### src/rtl/lsu_pkg.sv
// Shared types and helpers for the load/store sequencer: FSM states,
// decoder width/sign (bmc) encodings and access legality checks.
package lsu_pkg;

   typedef enum logic [1:0] {
      IDLE   = 2'd0,
      REQ    = 2'd1,
      WAIT_R = 2'd2,
      DONE   = 2'd3
   } lsu_state_e;

   localparam logic [2:0] BMC_B  = 3'b000;
   localparam logic [2:0] BMC_H  = 3'b001;
   localparam logic [2:0] BMC_W  = 3'b010;
   localparam logic [2:0] BMC_BU = 3'b100;
   localparam logic [2:0] BMC_HU = 3'b101;

   function automatic logic is_misaligned(input logic [2:0] bmc, input logic [1:0] addr_lo);
      logic mis;
      mis = 1'b0;
      case (bmc)
         BMC_H, BMC_HU: mis = addr_lo[0];
         BMC_W:         mis = (addr_lo != 2'b00);
         default:       mis = 1'b0;
      endcase
      return mis;
   endfunction

   // Unsigned widths only make sense for loads; a store with them is illegal.
   function automatic logic is_legal_bmc(input logic [2:0] bmc, input logic is_load);
      logic ok;
      ok = 1'b0;
      case (bmc)
         BMC_B, BMC_H, BMC_W: ok = 1'b1;
         BMC_BU, BMC_HU:      ok = is_load;
         default:             ok = 1'b0;
      endcase
      return ok;
   endfunction

endpackage

### src/rtl/lsu_align.sv
// Byte-lane steering for stores (strobes + replicated data) and
// byte/half extraction with sign or zero extension for loads.
module lsu_align
   import lsu_pkg::*;
(
   input  logic [2:0]  bmc,
   input  logic [1:0]  addr_lo,
   input  logic [31:0] st_data,
   input  logic [31:0] rd_word,
   output logic [3:0]  st_strb,
   output logic [31:0] st_lanes,
   output logic [31:0] ld_ext
);

   logic [7:0]  ld_byte;
   logic [15:0] ld_half;

   always_comb begin
      ld_byte  = rd_word[{addr_lo, 3'b000} +: 8];
      ld_half  = addr_lo[1] ? rd_word[31:16] : rd_word[15:0];
      st_strb  = 4'b0000;
      st_lanes = 32'h0000_0000;
      ld_ext   = 32'h0000_0000;
      case (bmc)
         BMC_B, BMC_BU: begin
            st_strb  = 4'b0001 << addr_lo;
            st_lanes = {4{st_data[7:0]}};
            ld_ext   = bmc[2] ? {24'h00_0000, ld_byte} : {{24{ld_byte[7]}}, ld_byte};
         end
         BMC_H, BMC_HU: begin
            st_strb  = 4'b0011 << addr_lo;
            st_lanes = {2{st_data[15:0]}};
            ld_ext   = bmc[2] ? {16'h0000, ld_half} : {{16{ld_half[15]}}, ld_half};
         end
         BMC_W: begin
            st_strb  = 4'b1111;
            st_lanes = st_data;
            ld_ext   = rd_word;
         end
         default: begin
            st_strb  = 4'b0000;
            st_lanes = 32'h0000_0000;
            ld_ext   = 32'h0000_0000;
         end
      endcase
   end

endmodule

### src/rtl/lsu_ctrl.sv
// Load/store sequencer: turns decoder mr/mw/bmc + ALU address into a
// req/ack/rvalid bus transaction and stalls the PC while it is outstanding.
module lsu_ctrl #(
   parameter int TIMEOUT = 255
) (
   input  logic        clk,
   input  logic        rst,
   input  logic        mr,
   input  logic        mw,
   input  logic [2:0]  bmc,
   input  logic [31:0] addr,
   input  logic [31:0] wdata,
   output logic        stall,
   output logic [31:0] ld_data,
   output logic        ld_valid,
   output logic        err,
   output logic        bus_req,
   output logic        bus_we,
   output logic [31:0] bus_addr,
   output logic [3:0]  bus_wstrb,
   output logic [31:0] bus_wdata,
   input  logic        bus_ack,
   input  logic [31:0] bus_rdata,
   input  logic        bus_rvalid
);
   import lsu_pkg::*;

   localparam int             CW       = $clog2(TIMEOUT + 1);
   localparam logic [CW-1:0]  CNT_LAST = CW'(TIMEOUT - 1);

   lsu_state_e  state_q, state_d;
   logic [CW-1:0] cnt_q, cnt_d;
   logic        bus_req_q, bus_req_d;
   logic        bus_we_q, bus_we_d;
   logic [31:0] bus_addr_q, bus_addr_d;
   logic [3:0]  bus_wstrb_q, bus_wstrb_d;
   logic [31:0] bus_wdata_q, bus_wdata_d;
   logic [31:0] ld_data_q, ld_data_d;
   logic        ld_valid_q, ld_valid_d;
   logic        err_q, err_d;
   logic [2:0]  bmc_q, bmc_d;
   logic [1:0]  addr_lo_q, addr_lo_d;

   logic        access, is_load, legal;
   logic [2:0]  al_bmc;
   logic [1:0]  al_addr_lo;
   logic [3:0]  st_strb;
   logic [31:0] st_lanes, ld_ext;

   assign access  = mr | mw;
   assign is_load = mr;
   assign legal   = is_legal_bmc(bmc, is_load) & ~is_misaligned(bmc, addr[1:0]);

   // The aligner sees live decoder fields when launching, latched ones afterwards.
   assign al_bmc     = (state_q == IDLE) ? bmc : bmc_q;
   assign al_addr_lo = (state_q == IDLE) ? addr[1:0] : addr_lo_q;

   lsu_align u_align (
      .bmc      (al_bmc),
      .addr_lo  (al_addr_lo),
      .st_data  (wdata),
      .rd_word  (bus_rdata),
      .st_strb  (st_strb),
      .st_lanes (st_lanes),
      .ld_ext   (ld_ext)
   );

   always_comb begin
      state_d     = state_q;
      cnt_d       = cnt_q;
      bus_req_d   = bus_req_q;
      bus_we_d    = bus_we_q;
      bus_addr_d  = bus_addr_q;
      bus_wstrb_d = bus_wstrb_q;
      bus_wdata_d = bus_wdata_q;
      ld_data_d   = ld_data_q;
      ld_valid_d  = 1'b0;
      err_d       = 1'b0;
      bmc_d       = bmc_q;
      addr_lo_d   = addr_lo_q;
      case (state_q)
         IDLE: begin
            if (access) begin
               if (legal) begin
                  bus_req_d   = 1'b1;
                  bus_we_d    = ~is_load;
                  bus_addr_d  = {addr[31:2], 2'b00};
                  bus_wstrb_d = is_load ? 4'b0000 : st_strb;
                  bus_wdata_d = is_load ? 32'h0000_0000 : st_lanes;
                  bmc_d       = bmc;
                  addr_lo_d   = addr[1:0];
                  cnt_d       = '0;
                  state_d     = REQ;
               end else begin
                  err_d   = 1'b1;
                  state_d = DONE;
               end
            end
         end
         REQ: begin
            cnt_d = cnt_q + CW'(1);
            if (bus_ack && (bus_we_q || bus_rvalid)) begin
               bus_req_d = 1'b0;
               state_d   = DONE;
               if (!bus_we_q) begin
                  ld_data_d  = ld_ext;
                  ld_valid_d = 1'b1;
               end
            end else if (cnt_q == CNT_LAST) begin
               bus_req_d = 1'b0;
               err_d     = 1'b1;
               state_d   = DONE;
               if (!bus_we_q) ld_data_d = 32'h0000_0000;
            end else if (bus_ack) begin
               bus_req_d = 1'b0;
               state_d   = WAIT_R;
            end
         end
         WAIT_R: begin
            cnt_d = cnt_q + CW'(1);
            if (bus_rvalid) begin
               ld_data_d  = ld_ext;
               ld_valid_d = 1'b1;
               state_d    = DONE;
            end else if (cnt_q == CNT_LAST) begin
               err_d     = 1'b1;
               ld_data_d = 32'h0000_0000;
               state_d   = DONE;
            end
         end
         DONE: begin
            // The retiring instruction's mr/mw are still up here; never relaunch.
            state_d = IDLE;
         end
         default: state_d = IDLE;
      endcase
   end

   always_ff @(posedge clk) begin
      if (rst) begin
         state_q     <= IDLE;
         cnt_q       <= '0;
         bus_req_q   <= 1'b0;
         bus_we_q    <= 1'b0;
         bus_addr_q  <= 32'h0000_0000;
         bus_wstrb_q <= 4'b0000;
         bus_wdata_q <= 32'h0000_0000;
         ld_data_q   <= 32'h0000_0000;
         ld_valid_q  <= 1'b0;
         err_q       <= 1'b0;
         bmc_q       <= 3'b000;
         addr_lo_q   <= 2'b00;
      end else begin
         state_q     <= state_d;
         cnt_q       <= cnt_d;
         bus_req_q   <= bus_req_d;
         bus_we_q    <= bus_we_d;
         bus_addr_q  <= bus_addr_d;
         bus_wstrb_q <= bus_wstrb_d;
         bus_wdata_q <= bus_wdata_d;
         ld_data_q   <= ld_data_d;
         ld_valid_q  <= ld_valid_d;
         err_q       <= err_d;
         bmc_q       <= bmc_d;
         addr_lo_q   <= addr_lo_d;
      end
   end

   assign stall     = (state_q != DONE) & access & ~rst;
   assign ld_data   = ld_data_q;
   assign ld_valid  = ld_valid_q;
   assign err       = err_q;
   assign bus_req   = bus_req_q;
   assign bus_we    = bus_we_q;
   assign bus_addr  = bus_addr_q;
   assign bus_wstrb = bus_wstrb_q;
   assign bus_wdata = bus_wdata_q;

endmodule

### config.mk
export PLATFORM = sky130hd
export DESIGN_NAME = lsu_ctrl
export DESIGN_NICKNAME = d
export VERILOG_FILES = /design/src/rtl/lsu_pkg.sv /design/src/rtl/lsu_align.sv /design/src/rtl/lsu_ctrl.sv
export SDC_FILE = /design/constraint.sdc
export NUM_CORES = 1
export LEC_CHECK = 0
export ABC_AREA = 1
export CORE_ASPECT_RATIO = 0.9
export CORE_MARGIN = 2
export CORE_UTILIZATION = 47
export CTS_BUF_LIST = sky130_fd_sc_hd__clkbuf_4
export DETAILED_ROUTE_END_ITERATION = 10
export PLACE_DENSITY = 0.91
export SYNTH_ARGS = -nofsm -noshare
export SYNTH_HDL_FRONTEND = slang
export SYNTH_HIERARCHICAL = 1
export SYNTH_SLANG_ARGS = --single-unit
### constraint.sdc
create_clock -name clk -period 2.9 [get_ports clk]
set_clock_uncertainty 0.1 [all_clocks]
set_input_delay 0.725 -clock clk [delete_from_list [all_inputs] [get_ports clk]]
set_output_delay 0.725 -clock clk [all_outputs]
set_load 0.01 [all_outputs]
==> key figures <==
Pwr
  – Reg power frac: 29.2%
  – Peak VDD IR: 0.458 mV
  – Pint: 4080 uW
  – Power share of the combinational group: 53.7%
  – LEAKAGE: 0.00400 uW
  – Overall power: 7250 uW
  – Switching Share: 43.7%
  – P per Cell Area: 810 nW/um^2
  – P_sw: 3170 uW
  – Clock Power Share: 17.1%

Synth
  – Simple-gate area share of the yosys netlist: 36.3%
  – Asr flop ratio synth: 0%
  – Post-synth top flop: dfxtp_1
  – Compound-gate portion of the synthesized area: 13.5%
  – Synth unique cells: 32
  – Sequential element share of the synthesized area: 36.2%
  – Cells after Synth: 1,047
  – EDFF count, synth: 0
  – XOR/XNOR share of the synthesized area: 0%
  – Synthesized flop and latch total: 117
  – Mux contribution to synthesized area: 0%
  – Post-Syn Area per Cell: 6.19 um^2
  – Largest family of logic cells by synthesized area: simple AND/OR/NAND/NOR gates
  – YS warnings: 6
  – Adder-Cell Fraction of Synth Area: 1.16%
  – Mapped Area: 6480 um^2

Critical path
  – Reg2Reg Depth: 15
  – Worst EP arrival: 1.80 ns
  – Setup Crit Path Kind: input port to output port
  – Critical Path Slowest Stage Cell: clkdlybuf4s50_1
  – Worst Path Required: 2.08 ns
  – Cell Chain, Critical Path: clkdlybuf4s50_1 > nor2_1 > nor3_1 > dlygate4sd2_1
  – Startpoint Class: input port
  – Reg-to-reg endpoint: ld_data[9]$_SDFFE_PP0P_
  – CP Capture Type: output port
  – Worst-path fanout max: 2
  – Reg2reg setup slack: 0.31 ns
  – Max incr delay on CP: 0.51 ns
  – Worst r2r src: state_q[1]$_SDFFE_PP0P_

Route
  – Met1 WL: 8.21 mm
  – Detailed-route via count: 7,375
  – Antenna Nets Post-Route: 0
  – Drt pass-1 iters: 5
  – Via density: 5.19
  – Final wirelength: 20.4 mm
  – WL/cell: 14.3 um
  – DR DRC count: 0
  – DR iter-0 viols: 534
  – Met3 WL post-DR: 1.97 mm
  – Metal2 WL: 9.30 mm
  – Max Used Layer: met4

Cells and area
  – Antenna Cells: 0
  – Nets: 1,351
  – Reg area: 2340 um^2
  – Layout cells sized above 1: 6.07%
  – Fillcell total: 1,155
  – Final Instance Area: 8950 um^2
  – P&R area growth vs syn: 38.2%
  – Commonest non-fill, non-tap cell in the layout: nand2_1
  – Fin cells: 1,421
  – Area of the multi-input gates: 3330 um^2
  – Most frequent cells in the layout: 382 x nand2_1, 205 x clkdlybuf4s50_1, 122 x inv_1, 117 x dfxtp_1, 105 x a21oi_1

Clock network
  – Worst-Skew Late Latency: 0.54 ns
  – # hold bufs at CTS: 0
  – CTS buffer count: 17
  – Clk sinks: 117
  – Clock buffer depth: 2
  – CTS root buffer: clkbuf_4
  – CTS tree: built
  – Htree depth: 4
  – Worst-path clk slew: 0.11 ns
  – Setup repair bufs after CTS: 0

Global route
  – GR Util All Layers: 27.6%
  – GR Overflow Total: 0
  – Initial antenna violation count: 0
  – Largest net degree at the start of global routing: 76
  – Via count of the first global-routing pass: 6,561
  – First-pass GRT wire length: 32.3 mm

STA
  – Final hold violations: 0
  – Relative slew slack: 48.1%
  – Max Freq: 381 MHz
  – Min Hold Slack: 0.360 ns
  – # setup viols final: 0
  – Pins Over Slew Limit: 0
  – Crit path time final: 2.63 ns
  – RSZ-0062 raised after global routing: false
  – Final Worst Setup Slack: 0.272 ns
  – Crit share post-route: 90.6%
  – Worst Tran Pin Value: 0.779 ns

Run
  – Max-cap violation count: 0

Hold path
  – Worst hold path type: flop to flop
  – Hold Crit Start: bmc_q[2]$_SDFFE_PP0P_
  – WHS Path Cells: 2
  – Hold path endpoint: bmc_q[2]$_SDFFE_PP0P_

Placed design
  – Detailed placer's ending HPWL: 14.6 mm
  – Placer Congestion: 0.902
  – Place WS: -0.137 ns
  – Area of placed instances: 8650 um^2
  – PortBufs: 207
  – Placed cells: 1,389

Floorplanning
  – Chip Height: 115 um
  – Initial Utilization: 48.3%
  – DIE WIDTH: 128 um
  – Area of the core: 13,400 um^2
  – Row count: 40
  – Die area: 14,700 um^2
  – IO Pins: 210

Run status
  – Status: complete, no violations
==> layer usage <==
metal	up-vias	global-route usage, %
met3	71	8.98
met1	3304	32.8
met2	321	44.9
li1	3679	-
met5	-	0
met4	0	14.3
==> logic make-up (layout without fill, tap and decap cells) <==
kind of cell,Yosys count,after routing
compound gates,164,164
fa+ha+maj,6,6
buf+inv,191,396
flops,117,117
other cells,1,2
simple gates,568,568
==> synth_stat cells, types with 2 or more instances <==
| cell type | number | area share (%) |
|---|---|---|
| clkinv_1 | 2 | 0.12 |
| nor3_1 | 5 | 0.39 |
| buf_2 | 25 | 1.9 |
| nand4_1 | 3 | 0.29 |
| a21oi_1 | 106 | 8.2 |
| buf_6 | 6 | 1.0 |
| clkbuf_1 | 18 | 1.0 |
| nor2_8 | 2 | 0.62 |
| dfxtp_1 | 117 | 36 |
| nand3_1 | 100 | 7.7 |
| nor2_1 | 67 | 3.9 |
| buf_4 | 10 | 1.2 |
| buf_1 | 5 | 0.29 |
| nand2_1 | 382 | 22 |
| inv_2 | 3 | 0.17 |
| nand3_2 | 3 | 0.46 |
| a22o_1 | 8 | 1.1 |
| inv_1 | 122 | 7.1 |
| o211ai_1 | 7 | 0.81 |
| nand2_2 | 2 | 0.19 |
| o21ai_1 | 4 | 0.31 |
| o21ai_0 | 35 | 2.7 |
| ha_1 | 6 | 1.2 |
==> flip-flops by register name, summed over array words and instances (netlist names), 2 cells and up <==
name and cells:
bus_addr 30, bus_wstrb 4, ld_data 32, bus_wdata 32, addr_lo_q 2, state_q 2
bmc_q 3, cnt_q 8
==> power by group through the flow <==
stage	logic [uW]	clock network, uW	registers [uW]
detailed placement	3830	0	2140
global route	4340	1350	2150
floorplan	2420	0	2240
CTS	3850	1260	2120
finish	3900	1240	2120
global placement	3760	0	2140
==> repair_timing <==
action	CTS	global route
gates resized for setup	1	2
endpoints found under the setup margin	1	25
hold endpoints to repair	0	0
==> area by class of cell <==
class	count	area share, %
clock buffer	18	1.51
clock inverter	14	1.79
inverter	127	5.32
multi-input combinational	740	37.1
sequential	117	26.2
tap	168	2.35
timing repair buffer	237	25.7
==> worst max-delay path: cells and delay by family <==
| kind | cells | cell delay, ns |
|---|---|---|
| buf+inv | 2 | 0.82 |
| simple gates | 2 | 0.26 |
==> per-stage QoR <==
| stage | utilization [%] | TNS, ns |
|---|---|---|
| 5_1_grt | 66.8 | 0 |
| 4_1_cts | 66.7 | 0 |
| 2_1_floorplan | - | 0 |
| 6_report | 66.8 | 0 |
| 3_5_place_dp | 64.5 | -2.87 |
| 3_3_place_gp | 64.5 | -0.221 |
==> worst max path at each step <==
stage | from | to | slack [ns] | cells past startpoint
finish | mw | stall | 0.27 | 4
global route | state_q[0]$_SDFFE_PP0P_ | ld_data[10]$_SDFFE_PP0P_ | 0.05 | 15
CTS | state_q[1]$_SDFFE_PP0P_ | ld_data[9]$_SDFFE_PP0P_ | 0.06 | 15
detailed placement | addr[0] | ld_data[16]$_SDFFE_PP0P_ | -0.14 | 13
global placement | mw | stall | -0.04 | 4
floorplan | state_q[0]$_SDFFE_PP0P_ | ld_data[21]$_SDFFE_PP0P_ | 0.51 | 15
Power figures use the tool's default switching activity.
==> edit 1, RTL diff (same flow settings) <==
The parameter `TIMEOUT` goes from 255 to 510.
--- a/src/rtl/lsu_ctrl.sv
+++ b/src/rtl/lsu_ctrl.sv
@@ -1,7 +1,7 @@
 // Load/store sequencer: turns decoder mr/mw/bmc + ALU address into a
 // req/ack/rvalid bus transaction and stalls the PC while it is outstanding.
 module lsu_ctrl #(
-   parameter int TIMEOUT = 255
+   parameter int TIMEOUT = 510
 ) (
    input  logic        clk,
    input  logic        rst,
Formal check against the unedited RTL: no difference found for any inputs over 4 cycles, from zero or initial values and one cycle with rst high; that may be too few to reach the edited logic, so the function may still have changed.
==> edit 1 against the original RTL <==
- routed wire length fell by 3.9%
- cell area grew 1.4%
- largest cell class unchanged
- synthesized cell count decreased by 0.48%
- highest routed layer unchanged
- power up 10%
- first-iteration DRC count up 13%
- combinational power up 18%
- die area up 0.96%
- sequential cell count up 1
- synthesized area grew 0.99%
- worst setup slack worse by 42 ps
==> edit 1: results (changes against the original RTL) <==
\begin{tabular}{lr}
\hline
Metric & Value \\
\hline
\multicolumn{2}{l}{\textbf{Status}} \\
Status & finished clean \\
\multicolumn{2}{l}{\textbf{Synthesis}} \\
Synthesized area divided by synthesized cell count & 6.28 um2 (+1.5\%) \\
Synth top cells by count & 349 x sky130\_fd\_sc\_hd\_\_nand2\_1, 118 x sky130\_fd\_sc\_hd\_\_dfxtp\_1, 113 x sky130\_fd\_sc\_hd\_\_a21oi\_1, 105 x sky130\_fd\_sc\_hd\_\_inv\_1, 81 x sky130\_fd\_sc\_hd\_\_nand3\_1 \\
Top cells by area in the synthesized netlist & sky130\_fd\_sc\_hd\_\_dfxtp\_1 36\%, sky130\_fd\_sc\_hd\_\_nand2\_1 20\%, sky130\_fd\_sc\_hd\_\_a21oi\_1 8.6\%, sky130\_fd\_sc\_hd\_\_nand3\_1 6.2\%, sky130\_fd\_sc\_hd\_\_inv\_1 6.0\% \\
Post-synthesis cell type count & 31 (-3.1\%) \\
Seq/Total Area, Yosys & 0.361 (-0.000467) \\
\multicolumn{2}{l}{\textbf{Placed design}} \\
Half-perimeter wire length after placement & 14000 um (-4.5\%) \\
Weighted congestion reported at the end of routability-driven placement & 0.953 (+5.6\%) \\
\multicolumn{2}{l}{\textbf{Worst setup path}} \\
Arrival time worst endpoint & 1840 ps (+40 ps) \\
Largest fanout on the critical path & 2 (unchanged) \\
Cell depth of the worst flop-to-flop path & 14 (-1) \\
\multicolumn{2}{l}{\textbf{Pwr}} \\
IR drop worst, VDD & 424 uV (-7.5\%) \\
Static leakage & 3.98 nW (-0.58\%) \\
\multicolumn{2}{l}{\textbf{Route}} \\
Via count normalized by instance count & 5.12 (-1.4\%) \\
Starting DRT DRC Count & 604 (+13\%) \\
Number of search-and-repair iterations in the first detailed-routing pass & 6 (+1) \\
Routed wire length per instance & 13.8 um (-3.7\%) \\
\multicolumn{2}{l}{\textbf{Clock network}} \\
Largest buffer count on any clock path & 2 (unchanged) \\
Clock root buffer & sky130\_fd\_sc\_hd\_\_clkbuf\_4 \\
\multicolumn{2}{l}{\textbf{Final layout}} \\
Finished Layout Cells & 1417 (-0.28\%) \\
Fraction of final layout cells sized beyond drive strength 1 & 0.0777 (+0.0171) \\
Number of inserted filler cells in the final layout & 1169 (+1.2\%) \\
Final-stage net count & 1346 (-0.37\%) \\
\multicolumn{2}{l}{\textbf{Global route}} \\
Global-route wire length before repair & 31800 um (-1.4\%) \\
Number of global-route vias before repair & 6631 (+1.1\%) \\
Pin count of the biggest net entering global routing & 65 (-14\%) \\
Antenna violations before repair & 1 (+1) \\
Aggregate global-route resource usage & 0.267 (-0.00918) \\
\multicolumn{2}{l}{\textbf{Timing}} \\
Worst rel slew slack & 0.638 (+0.157) \\
\hline
\end{tabular}
edit 1: final timing paths:
path | from | to
max reg2reg | state_q[0] | ld_data[28]
min | bus_wdata[9] | bus_wdata[9]
max | mw | stall
min reg2reg | bus_wdata[9] | bus_wdata[9]
edit 1: where the power goes:
part           switching (mW)  total [mW]  internal, mW
Combinational            2.70        4.61          1.91
Clock                   0.698        1.21         0.513
Sequential              0.203        2.18          1.98
edit 1: logic make-up (layout without fill, tap and decap cells):
family                   count (synthesis)  count (layout)  synth area share
flip-flops                             118             118             0.361
XOR/XNOR                                 3               3           0.00402
buffers and inverters                  178             383             0.121
other                                    1               3          0.000573
AND/OR/NAND/NOR                        535             535             0.338
adder cells (fa/ha/maj)                  6               6            0.0115
AO/OA/AOI/OAI                          201             201             0.164
edit 1: cell type report:
cell class,count,share of cell area
timing repair buffer,241,0.265
clock buffer,17,0.0141
tap,168,0.0232
multi-input combinational,747,0.375
antenna,1,0.000276
sequential,118,0.260
clock inverter,15,0.0168
inverter,110,0.0455
edit 1: per-stage QoR:
step / hold WS [ps] / worst slack [ps] / instance area (um2)
finish: 370 / 231 / 9080
floorplan: 324 / 503 / 6550
global placement: 333 / -29.1 / 8800
CTS: 365 / 179 / 9070
global route: 393 / 20.4 / 9080
detailed placement: 349 / -62.2 / 8800
edit 1: per-layer routing:
metal | share of wire | vias up | global-route usage
li1 | - | 3685 | -
met3 | 0.083 | 47 | 0.0753
met2 | 0.46 | 315 | 0.429
met1 | 0.43 | 3201 | 0.336
met5 | 0 | - | 0
met4 | 0.032 | 0 | 0.118
==> edit 2, RTL diff (config.mk and constraints unchanged) <==
Without the edit above. The 4 states of `lsu_state_e` get a one-hot encoding in 4 bits.
--- a/src/rtl/lsu_pkg.sv
+++ b/src/rtl/lsu_pkg.sv
@@ -2,11 +2,11 @@
 // decoder width/sign (bmc) encodings and access legality checks.
 package lsu_pkg;
 
-   typedef enum logic [1:0] {
-      IDLE   = 2'd0,
-      REQ    = 2'd1,
-      WAIT_R = 2'd2,
-      DONE   = 2'd3
+   typedef enum logic [3:0] {
+      IDLE   = 4'b0001,
+      REQ    = 4'b0010,
+      WAIT_R = 4'b0100,
+      DONE   = 4'b1000
    } lsu_state_e;
 
    localparam logic [2:0] BMC_B  = 3'b000;
Function: no difference found for any inputs over 4 cycles, from zero or initial values and one cycle with rst high; so few cycles prove little.
==> edit 2 against the original RTL <==
- routed wire length grew 7.3%
- maximum frequency shrank 0.57%
- synthesized area grew 11%
- cell area grew 9.3%
- sequential cell count grew 2
- register-to-register slack lost 30 ps
- worst setup slack lost 15 ps
- global-route usage shrank 0.67 points
- critical path type unchanged
Power is not compared: it rests on default switching activity, and its combinational part moved more than twofold at a synthesized area within 25%.
==> edit 2: results (changes against the original RTL) <==
\begin{tabular}{lr}
\hline
Metric & Value \\
\hline
\multicolumn{2}{l}{\textbf{Status}} \\
Status & finished clean \\
\multicolumn{2}{l}{\textbf{Worst hold path}} \\
Hold path start & bus\_wstrb[0] \\
\multicolumn{2}{l}{\textbf{Final layout}} \\
Data-path buffer share of cell area in the final layout & 0.248 (-0.00934) \\
Area growth from synthesis to layout & 36.5\% \\
Share of cell area taken by multi-input logic gates & 0.368 (-0.00307) \\
Number of multi-input combinational cells in the layout & 785 (+6.1\%) \\
Fraction of final layout cells sized beyond drive strength 1 & 0.0734 (+0.0128) \\
Number of non-clock buffers in the layout & 245 (+3.4\%) \\
Number of inserted filler cells in the final layout & 1276 (+10\%) \\
Register share of the cell area & 0.243 (-0.0182) \\
ClkCell Share & 0.0352 (+0.00218) \\
\multicolumn{2}{l}{\textbf{Route}} \\
Detailed Route WL & 21900 um (+7.3\%) \\
Starting DRT DRC Count & 714 (+34\%) \\
\multicolumn{2}{l}{\textbf{Worst setup path}} \\
Arrival time worst endpoint & 1820 ps (+20 ps) \\
Cell depth of the worst flop-to-flop path & 16 (+1) \\
Setup slack on the worst flop-to-flop path & 280 ps (-30 ps) \\
Delay of the slowest cell on the worst path & 490 ps (-20 ps) \\
Reg-to-Reg End & ld\_data[21] \\
\multicolumn{2}{l}{\textbf{Global route}} \\
Global routing met1 resource utilization & 0.340 (+0.0116) \\
Global routing usage on met2 & 0.444 (-0.00564) \\
Global-route wire length before repair & 35800 um (+11\%) \\
Pin count of the biggest net entering global routing & 82 (+7.9\%) \\
Number of global-route vias before repair & 7532 (+15\%) \\
Grt met3 use & 0.0656 (-0.0242) \\
\multicolumn{2}{l}{\textbf{Synthesis}} \\
Post-synthesis cell type count & 34 (+6.3\%) \\
Top cells by area in the synthesized netlist & sky130\_fd\_sc\_hd\_\_dfxtp\_1 33\%, sky130\_fd\_sc\_hd\_\_nand2\_1 19\%, sky130\_fd\_sc\_hd\_\_inv\_1 10\%, sky130\_fd\_sc\_hd\_\_nand4\_1 6.1\%, sky130\_fd\_sc\_hd\_\_nand3\_1 6.1\% \\
Synth top cells by count & 361 x sky130\_fd\_sc\_hd\_\_nand2\_1, 196 x sky130\_fd\_sc\_hd\_\_inv\_1, 119 x sky130\_fd\_sc\_hd\_\_dfxtp\_1, 113 x sky130\_fd\_sc\_hd\_\_nor2\_1, 87 x sky130\_fd\_sc\_hd\_\_nand3\_1 \\
Cell Area, Synth & 0.00717 mm2 (+11\%) \\
Seq/Total Area, Yosys & 0.332 (-0.0292) \\
\multicolumn{2}{l}{\textbf{Placed design}} \\
Placement Cell Area & 0.00944 mm2 (+9.1\%) \\
Setup slack at placement & -90.1 ps (+47.1 ps) \\
Half-perimeter wire length after placement & 15300 um (+4.3\%) \\
\hline
\end{tabular}
[edit 2: routing by layer]
layer  wire length (um)  share of wire
met1               9380           0.43
met5                  0              0
met4                689          0.032
met3               1710          0.078
met2              10100           0.46
[edit 2: kinds of logic (layout without fill, tap and decap cells)]
kind of cell,Yosys count,in the layout,share of synthesized area
xor+xnor,4,4,0.00489
compound gates,125,125,0.0944
flops,119,119,0.332
buf+inv,288,485,0.166
simple gates,652,652,0.398
fa+ha+maj,2,2,0.00349
other cells,1,2,0.000523
[edit 2: worst max-delay path, delay by kind of cell]
kind / cells / cell delay (ps)
and+or+nand+nor: 1 / 70
AOI/OAI and AO/OA: 1 / 220
buffers and inverters: 2 / 790
[edit 2: how the worst max path moves through the flow]
stage / from / endpoint / slack (ps) / cells past startpoint
floorplan: state_q[0] / bus_wdata[10] / 480 / 16
global placement: mr / stall / -50 / 4
detailed placement: bmc[0] / bus_wdata[9] / -90 / 13
CTS: mw / stall / 250 / 4
global route: state_q[0] / ld_data[21] / 10 / 16
finish: mw / stall / 260 / 4
